## src/rtl/fir_decim_framer.sv

```systemverilog
// Decimating, scaling and saturating receiver for the FIR output. Kept samples are framed per chirp
// and emitted through a first-word-fall-through FIFO. Define FIR_DECIM_ROUND_EN for round-half-up scaling.
module fir_decim_framer #(
  parameter int IN_WIDTH   = 28,
  parameter int OUT_WIDTH  = 16,
  parameter int SHIFT      = 10,
  parameter int DECIM      = 4,
  parameter int FRAME_LEN  = 256,
  parameter int FIFO_DEPTH = 16
) (
  input  logic                        clk,
  input  logic                        rst_n,
  input  logic                        chirp_start,
  input  logic signed [IN_WIDTH-1:0]  fir_data,
  input  logic                        fir_valid,
  output logic signed [OUT_WIDTH-1:0] m_data,
  output logic                        m_valid,
  input  logic                        m_ready,
  output logic                        m_last,
  output logic                        frame_short,
  output logic                        overflow
);

  localparam int PH_W  = (DECIM > 1) ? $clog2(DECIM) : 1;
  localparam int CNT_W = $clog2(FRAME_LEN);
  localparam int AW    = $clog2(FIFO_DEPTH);
  localparam logic signed [IN_WIDTH:0] SAT_MAX = (IN_WIDTH+1)'((2 ** (OUT_WIDTH-1)) - 1);
  localparam logic signed [IN_WIDTH:0] SAT_MIN = -SAT_MAX - 1;

  typedef enum logic {IDLE, RUN} state_t;

  state_t                  state_reg, state_next;
  logic                    run_active;
  logic [PH_W-1:0]         phase_reg, phase_next, ph_base;
  logic [CNT_W-1:0]        count_reg, count_next, cnt_base;
  logic                    accept, keep, keep_last, short_next;

  // ---------------- control FSM ----------------
  always_ff @(posedge clk or negedge rst_n) begin
    if (!rst_n) state_reg <= IDLE;
    else        state_reg <= state_next;
  end

  always_comb begin
    state_next = state_reg;
    case (state_reg)
      IDLE:    if (chirp_start) state_next = RUN;
      RUN:     state_next = RUN;
      default: state_next = IDLE;
    endcase
  end

  always_comb begin
    run_active = (state_reg == RUN);
  end

  // chirp_start restarts phase and count in the same cycle, so a coincident sample becomes sample 0
  always_comb begin
    ph_base    = chirp_start ? '0 : phase_reg;
    cnt_base   = chirp_start ? '0 : count_reg;
    accept     = fir_valid && (run_active || chirp_start);
    keep       = accept && (ph_base == '0);
    keep_last  = (cnt_base == CNT_W'(FRAME_LEN - 1));
    short_next = chirp_start && run_active && (count_reg != '0);
    phase_next = ph_base;
    if (accept)
      phase_next = (ph_base == PH_W'(DECIM - 1)) ? '0 : ph_base + 1'b1;
    count_next = cnt_base;
    if (keep)
      count_next = keep_last ? '0 : cnt_base + 1'b1;
  end

  always_ff @(posedge clk or negedge rst_n) begin
    if (!rst_n) begin
      phase_reg   <= '0;
      count_reg   <= '0;
      frame_short <= 1'b0;
    end else begin
      phase_reg   <= phase_next;
      count_reg   <= count_next;
      frame_short <= short_next;
    end
  end

  // ---------------- scaling ----------------
  logic signed [IN_WIDTH:0]    ext, shifted;
  logic signed [OUT_WIDTH-1:0] scaled;

  assign ext = {fir_data[IN_WIDTH-1], fir_data};
`ifdef FIR_DECIM_ROUND_EN
  localparam logic signed [IN_WIDTH:0] RND = (IN_WIDTH+1)'(2 ** (SHIFT-1));
  assign shifted = (ext + RND) >>> SHIFT;
`else
  assign shifted = ext >>> SHIFT;
`endif

  always_comb begin
    if (shifted > SAT_MAX)      scaled = SAT_MAX[OUT_WIDTH-1:0];
    else if (shifted < SAT_MIN) scaled = SAT_MIN[OUT_WIDTH-1:0];
    else                        scaled = shifted[OUT_WIDTH-1:0];
  end

  logic                 s_valid_reg, s_last_reg;
  logic [OUT_WIDTH-1:0] s_data_reg;

  always_ff @(posedge clk or negedge rst_n) begin
    if (!rst_n) begin
      s_valid_reg <= 1'b0;
      s_last_reg  <= 1'b0;
      s_data_reg  <= '0;
    end else begin
      s_valid_reg <= keep;
      if (keep) begin
        s_last_reg <= keep_last;
        s_data_reg <= scaled;
      end
    end
  end

  // ---------------- output FIFO (first-word-fall-through) ----------------
  logic [OUT_WIDTH:0]   mem [FIFO_DEPTH];
  logic [OUT_WIDTH:0]   head;
  logic [AW:0]          wr_ptr_reg, rd_ptr_reg;
  logic                 fifo_empty, fifo_full, push, pop, drop;
  logic [OUT_WIDTH-1:0] hold_data_reg;
  logic                 hold_last_reg;

  assign fifo_empty = (wr_ptr_reg == rd_ptr_reg);
  assign fifo_full  = (wr_ptr_reg[AW] != rd_ptr_reg[AW]) &&
                      (wr_ptr_reg[AW-1:0] == rd_ptr_reg[AW-1:0]);
  assign head       = mem[rd_ptr_reg[AW-1:0]];
  assign m_valid    = !fifo_empty;
  assign pop        = m_valid && m_ready;
  // A read in the same cycle frees the slot, so a full FIFO still accepts the write
  assign push       = s_valid_reg && (!fifo_full || pop);
  assign drop       = s_valid_reg && fifo_full && !pop;

  always_ff @(posedge clk) begin
    if (push) mem[wr_ptr_reg[AW-1:0]] <= {s_last_reg, s_data_reg};
  end

  always_ff @(posedge clk or negedge rst_n) begin
    if (!rst_n) begin
      wr_ptr_reg    <= '0;
      rd_ptr_reg    <= '0;
      overflow      <= 1'b0;
      hold_data_reg <= '0;
      hold_last_reg <= 1'b0;
    end else begin
      if (push) wr_ptr_reg <= wr_ptr_reg + 1'b1;
      if (pop) begin
        rd_ptr_reg    <= rd_ptr_reg + 1'b1;
        hold_data_reg <= head[OUT_WIDTH-1:0];
        hold_last_reg <= head[OUT_WIDTH];
      end
      if (drop) overflow <= 1'b1;
    end
  end

  // When empty, the most recently delivered word stays on the bus
  assign m_data = fifo_empty ? hold_data_reg : head[OUT_WIDTH-1:0];
  assign m_last = fifo_empty ? hold_last_reg : head[OUT_WIDTH];

endmodule
```

## config.mk

```make
export PLATFORM = sky130hd
export DESIGN_NAME = fir_decim_framer
export DESIGN_NICKNAME = d
export VERILOG_FILES = /design/src/rtl/fir_decim_framer.sv
export SDC_FILE = /design/constraint.sdc
export NUM_CORES = 1
export LEC_CHECK = 0
export CORE_UTILIZATION = 60
export DETAILED_ROUTE_END_ITERATION = 8
export PLACE_DENSITY = 0.9
export SYNTH_ARGS = -nofsm -noshare
export SYNTH_HDL_FRONTEND = slang
export SYNTH_SLANG_ARGS = --single-unit
```

## constraint.sdc

```tcl
create_clock -name clk -period 3.71 [get_ports clk]
set_input_delay 0.742 -clock clk [delete_from_list [all_inputs] [get_ports clk]]
set_output_delay 0.742 -clock clk [all_outputs]
set_load 0.01 [all_outputs]
```

==> impl_metrics.tcl, run 1 <==
set metrics [dict create \
    synth.distinct_cells 45 \
    slew_headroom_pct 28.4 \
    clock.fmax_mhz 267 \
    final.setup.tns_ns -0.0504 \
    timing.final.crit_share_pct 101 \
    grt_pass1_wl_um 42600 \
    grt_start_max_net_pins 59 \
    wl_met2_um 14800 \
    layout_setup_ws_ns -0.0290 \
    cts.path.max_buffers 3 \
    netlist_area_um2 13600 \
    clock_latency_ns 0.52 \
    layout.nets 891 \
    synth_edf_count 272 \
    rr_endpoint "mem[12][13]$_DFFE_PP_" \
    critPathCaptureType "output pin" \
    grt_usage_pct 25.0 \
    reg2reg_depth 8 \
    path_clk_slew_ns 0.06 \
    tritoncts "done" \
    rows 54 \
    critPathMaxFanout 17 \
    grt_overflow_total 0 \
    max_cap_viol_count 0 \
    syn_to_final_growth_pct 16.3 \
    netlist_top_cells_area "edfxtp_1, dfrtp_1, mux4_2" \
    ys.flop_type "edfxtp_1" \
    die_w_um 152 \
    largest_reg_flops 272 \
    arrival_ns 3.00 \
    die_area_um2 23200 \
    io_pins 53 \
    synth_fp_nets 819 \
    drc_errors 8 \
    pre_cts_ws_ns 0.390 \
    synth_top_area_cell "edfxtp_1" \
    hold_path.class "input port to async pin" \
    crit_family "multiplexers" \
    hold_viol 0 \
    portBuffers 42 \
    synth_top_area_share_pct 60.2 \
    dr_wl_met3_um 1940 \
    synth-seq-cells 330 \
    synth_warnings 0 \
    critPathMaxStageDelay_ns 0.57 \
    cts_sinks 330 \
    holdBufCountCts 0 \
    drive_gt1_share_pct 28.5 \
    dp_cells 1087 \
    final-setup-viol-count 3 \
    utilization_pct 71.6 \
    gp_congestion 0.758 \
    p_leak_nw 5.61 \
    crit_type "flip-flop to output pin" \
    path_buf_inv 2 \
    final_common_cell "edfxtp_1" \
    die_h_um 152 \
    drt_iter0_drc 785 \
    ant_nets 0 \
    maxSlewViolCount 0 \
    ir_worst_vdd_mv 0.362 \
    synth_area_per_cell_um2 17.4 \
    ctsHtreeMaxLevel 2 \
    totalWireLength_um 28600 \
    ys_seq_area_share_pct 70.9 \
    slowest_stage "mux4_2" \
    synth_async_sr_flop_share_pct 17.6 \
    dp_hpwl_um 15900 \
    m1WireLength_um 11100 \
    outcome "finished with violations" \
    tightest_slew_ns 1.07 \
    wl_per_cell_um 24.7 \
    synthCells 779 \
    cts_root_buffer "clkbuf_16" \
    start_util_pct 61.6 \
    vias 7265 \
    crit_required_ns 2.97 \
    via_per_inst 6.28 \
    diodes 0 \
    power-per-cell-area_nw_per_um2 806 \
    mostFrequentLayoutCells "edfxtp_1, mux2_2, dfrtp_1" \
    rsz0062_at_grt "true" \
    setup.worst_path.start_class "flip-flop" \
    fin_cells 1156 \
    highest_layer "met4" \
    ff2ff_setup_slack_ns 1.14 \
    fin_crit_ns 3.74 \
    cts_buffers 34 \
    core_um2 22000 \
    grt_antenna_before_repair 0 \
    drt-pass1-iter-count 7 \
    violations "design-rule violations, negative setup slack" \
    reg2reg_from "rd_ptr_reg[1]$_DFFE_PN0N_" \
    clock_skew_ns 0.0114 \
    crit_chain "buf_16 > mux4_2 > mux2i_4 > o22ai_1 > mux2_4 > clkdlybuf4s50_1" \
    grt_pass1_vias 7356 \
]
-- synthesized netlist by cell type (5+ instances only) --
master	number
buf_6	10
edfxtp_1	272
mux2_4	9
o21ai_0	48
dfrtp_1	58
nor2b_1	8
nand2b_1	5
clkbuf_1	19
and3_1	16
xnor2_1	14
mux4_2	51
buf_2	8
nand2_1	52
o22ai_1	34
nor2_1	37
o211ai_1	6
inv_1	6
buf_1	5
mux2_2	60
ha_1	7
mux2i_1	19
-- per-stage QoR --
step	instance area, µm²	power (mW)	hold WS (ns)
floorplan	13600	7.65	0.446
global placement	14400	8.76	0.448
detailed placement	14400	8.96	0.468
CTS	15600	12.5	0.468
global route	15800	13.2	0.488
finish	15800	12.7	0.414
-- layer usage --
metal	vias up	track usage, %
met5	-	0
met4	0	9.04
met3	55	3.98
met2	335	43.2
met1	3700	32.3
li1	3175	-
-- worst reg2reg max path, cell delays in order (launching register included) --
cell and delay, ns:
dfrtp_4 0.55, buf_12 0.16, buf_16 0.15, xnor2_4 0.15
nand4_4 0.07, buf_4 0.18, o21a_1 0.41, and3_1 0.23
buf_4 0.32
-- worst max-delay path by stage --
stage / from / end / slack, ns / depth (start not counted)
after global routing: rd_ptr_reg[1]$_DFFE_PN0N_ / m_data[8] / -0.08 / 7
after CTS: rd_ptr_reg[1]$_DFFE_PN0N_ / m_data[8] / -0.01 / 7
after global placement: rd_ptr_reg[1]$_DFFE_PN0N_ / m_last / 0.42 / 6
after floorplan: m_ready / mem[3][0]$_DFFE_PP_ / 1.03 / 3
after detailed placement: rd_ptr_reg[1]$_DFFE_PN0N_ / m_data[3] / 0.39 / 6
final: rd_ptr_reg[1]$_DFFE_PN0N_ / m_data[14] / -0.03 / 6
-- cell type report --
cell class / count / area [µm²]
Sequential cell: 330 / 9630
Clock inverter: 21 / 124
Tap cell: 280 / 350
Fill cell: 1304 / 6240
Clock buffer: 40 / 937
Inverter: 7 / 26.3
Multi-Input combinational cell: 398 / 3860
Timing Repair Buffer: 80 / 857
-- report_power, final --
part	internal (mW)	switching, mW
sequential	4.62	0.431
clock	1.87	1.38
combinational	2.31	2.12
-- cell families (layout without fill, tap and decap cells) --
logic type                 after synthesis  in the layout  synth area share (%)
buffers and inverters                   51            148                  2.08
muxes                                  140            140                  15.9
AOI/OAI and AO/OA                       95             95                  4.10
DFF                                    330            330                  70.9
and+or+nand+nor                        136            136                  4.75
xor gates and xnor gates                20             20                  1.60
adders and majority gates                7              7                 0.646
-- timing repair --
action,CTS,global route
buffers inserted,3,2
cloned,2,1
gates resized for setup,13,38
setup endpoints to repair,17,17
(Power assumes the default switching activity.)
==> inputs of run 2 (changes only) <==
--- a/config.mk
+++ b/config.mk
@@ -6,6 +6,7 @@
 export NUM_CORES = 1
 export LEC_CHECK = 0
 export CORE_UTILIZATION = 60
+export CTS_CLUSTER_SIZE = 25
 export DETAILED_ROUTE_END_ITERATION = 8
 export PLACE_DENSITY = 0.9
 export SYNTH_ARGS = -nofsm -noshare
==> results of run 2 <==
Final layout, timing and power as in run 1 (identical DEF).
==> inputs of run 3 (changes only) <==
--- a/config.mk
+++ b/config.mk
@@ -5,10 +5,10 @@
 export SDC_FILE = /design/constraint.sdc
 export NUM_CORES = 1
 export LEC_CHECK = 0
-export CORE_UTILIZATION = 60
+export CORE_UTILIZATION = 52
 export CTS_CLUSTER_SIZE = 25
 export DETAILED_ROUTE_END_ITERATION = 8
-export PLACE_DENSITY = 0.9
+export PLACE_DENSITY = 0.81
 export SYNTH_ARGS = -nofsm -noshare
 export SYNTH_HDL_FRONTEND = slang
 export SYNTH_SLANG_ARGS = --single-unit
==> impl_metrics.tcl, run 3 (synthesized netlist as in run 1, its figures left out) <==
set metrics [dict create \
    outcome "finished with violations" \
    violations "negative setup slack" \
    tritoncts "done" \
    critPathMaxFanout 5 \
    gp_congestion 0.736 \
    die_h_um 164 \
    final_common_cell "edfxtp_1" \
    setup.worst_path.start_class "flip-flop" \
    ant_nets 0 \
    arrival_ns 2.97 \
    dp_hpwl_um 15800 \
    crit_required_ns 2.97 \
    drt_iter0_drc 783 \
    layout_setup_ws_ns -0.000778 \
    clock.fmax_mhz 269 \
    critPathMaxStageDelay_ns 0.51 \
    hold_viol 0 \
    die_area_um2 26700 \
    clock_skew_ns 0.0165 \
    grt_start_max_net_pins 70 \
    ctsHtreeMaxLevel 2 \
    grt_pass1_wl_um 42300 \
    clock_latency_ns 0.52 \
    start_util_pct 53.4 \
    p_leak_nw 5.65 \
    timing.final.crit_share_pct 100 \
    slowest_stage "dfrtp_4" \
    fin_crit_ns 3.71 \
    drc_errors 0 \
    cts.path.max_buffers 3 \
    path_buf_inv 3 \
    crit_chain "buf_12 > clkbuf_16 > mux4_2 > mux2i_2 > o22ai_1 > mux2_2 > clkdlybuf4s50_1" \
    max_cap_viol_count 0 \
    grt_usage_pct 21.5 \
    crit_type "flip-flop to output pin" \
    wl_per_cell_um 24.0 \
    cts_root_buffer "clkbuf_16" \
    final.setup.tns_ns -0.000778 \
    portBuffers 42 \
    cts_sinks 330 \
    io_pins 53 \
    maxSlewViolCount 0 \
    power-per-cell-area_nw_per_um2 808 \
    rsz0062_at_grt "true" \
    crit_family "multiplexers" \
    cts_buffers 34 \
    multi_input_area_um2 3860 \
    drt-pass1-iter-count 5 \
    largest_reg_flops 272 \
    n_fill_cell 1732 \
    totalWireLength_um 29200 \
    tightest_slew_ns 0.942 \
    mostFrequentLayoutCells "edfxtp_1, mux2_2, dfrtp_1" \
    regArea_um2 9630 \
    power.total_mw 12.9 \
    path_clk_slew_ns 0.06 \
    slew_headroom_pct 37.0 \
    drive_gt1_share_pct 28.4 \
    grt_pass1_vias 7364 \
    critPathCaptureType "output pin" \
    core_um2 25400 \
    diodes 0 \
    final-setup-viol-count 1 \
    grt_overflow_total 0 \
    layout.nets 900 \
    holdBufCountCts 0 \
    vias 7298 \
    rows 58 \
    hold_path.class "input port to async pin" \
    die_w_um 164 \
    syn_to_final_growth_pct 17.5 \
    grt_antenna_before_repair 1 \
    ir_worst_vdd_mv 0.483 \
    via_per_inst 6.00 \
]
==> run 3: metal layers <==
metal | track usage (%) | wire length [µm]
met5 | 0 | 13
met4 | 7.41 | 584
met3 | 4.85 | 2510
met2 | 34.9 | 14500
met1 | 28.9 | 11600
==> run 3: repair_timing <==
| action | CTS | global route |
|---|---|---|
| gates resized for setup | 24 | 29 |
| cloned | 0 | 4 |
| endpoints found under the setup margin | 17 | 16 |
| setup buffers | 6 | 3 |
==> run 3: power breakdown <==
group / leakage [nW] / internal [mW] / total, mW / switching [mW]
sequential: 3.17 / 4.61 / 5.04 / 0.423
combinational: 1.94 / 2.38 / 4.55 / 2.17
clock: 0.531 / 1.92 / 3.30 / 1.38
==> run 3: final cells by class <==
class | count | area share (%)
multi-input cells | 398 | 24.2
flip-flops and latches | 330 | 60.4
inverters | 7 | 0.165
repair buffers | 89 | 5.89
clock inverters | 16 | 0.620
clock buffers | 46 | 6.15
well taps | 330 | 2.59
==> run 3: worst paths after layout <==
check / start / to / slack, ns / cells past startpoint
min in group clk: overflow$_DFFE_PN0P_ / overflow$_DFFE_PN0P_ / 0.46 / 1
worst min-delay path: rst_n / hold_data_reg[2]$_DFFE_PN0N_ / 0.38 / 1
worst min register to register: overflow$_DFFE_PN0P_ / overflow$_DFFE_PN0P_ / 0.46 / 1
worst max-delay path: rd_ptr_reg[1]$_DFFE_PN0N_ / m_data[3] / -0.0008 / 7
max in group asynchronous: rst_n / count_reg[7]$_DFF_PN0_ / 2.48 / 2
worst max register to register: rd_ptr_reg[1]$_DFFE_PN0N_ / mem[6][16]$_DFFE_PP_ / 1.18 / 8
==> run 3: metrics by stage <==
| stage | hold slack (ns) | instances | setup WS [ns] | area, µm² | util (%) |
|---|---|---|---|---|---|
| CTS | 0.406 | 1209 | -0.00671 | 15700 | 61.7 |
| global route | 0.447 | 1216 | -0.0674 | 15900 | 62.8 |
| detailed placement | 0.453 | 1141 | 0.303 | 14400 | 56.9 |
| global placement | 0.447 | 1141 | 0.305 | 14400 | 56.9 |
| floorplan | 0.446 | 779 | 1.03 | 13600 | - |
| finish | 0.375 | 1216 | -0.000778 | 15900 | 62.8 |
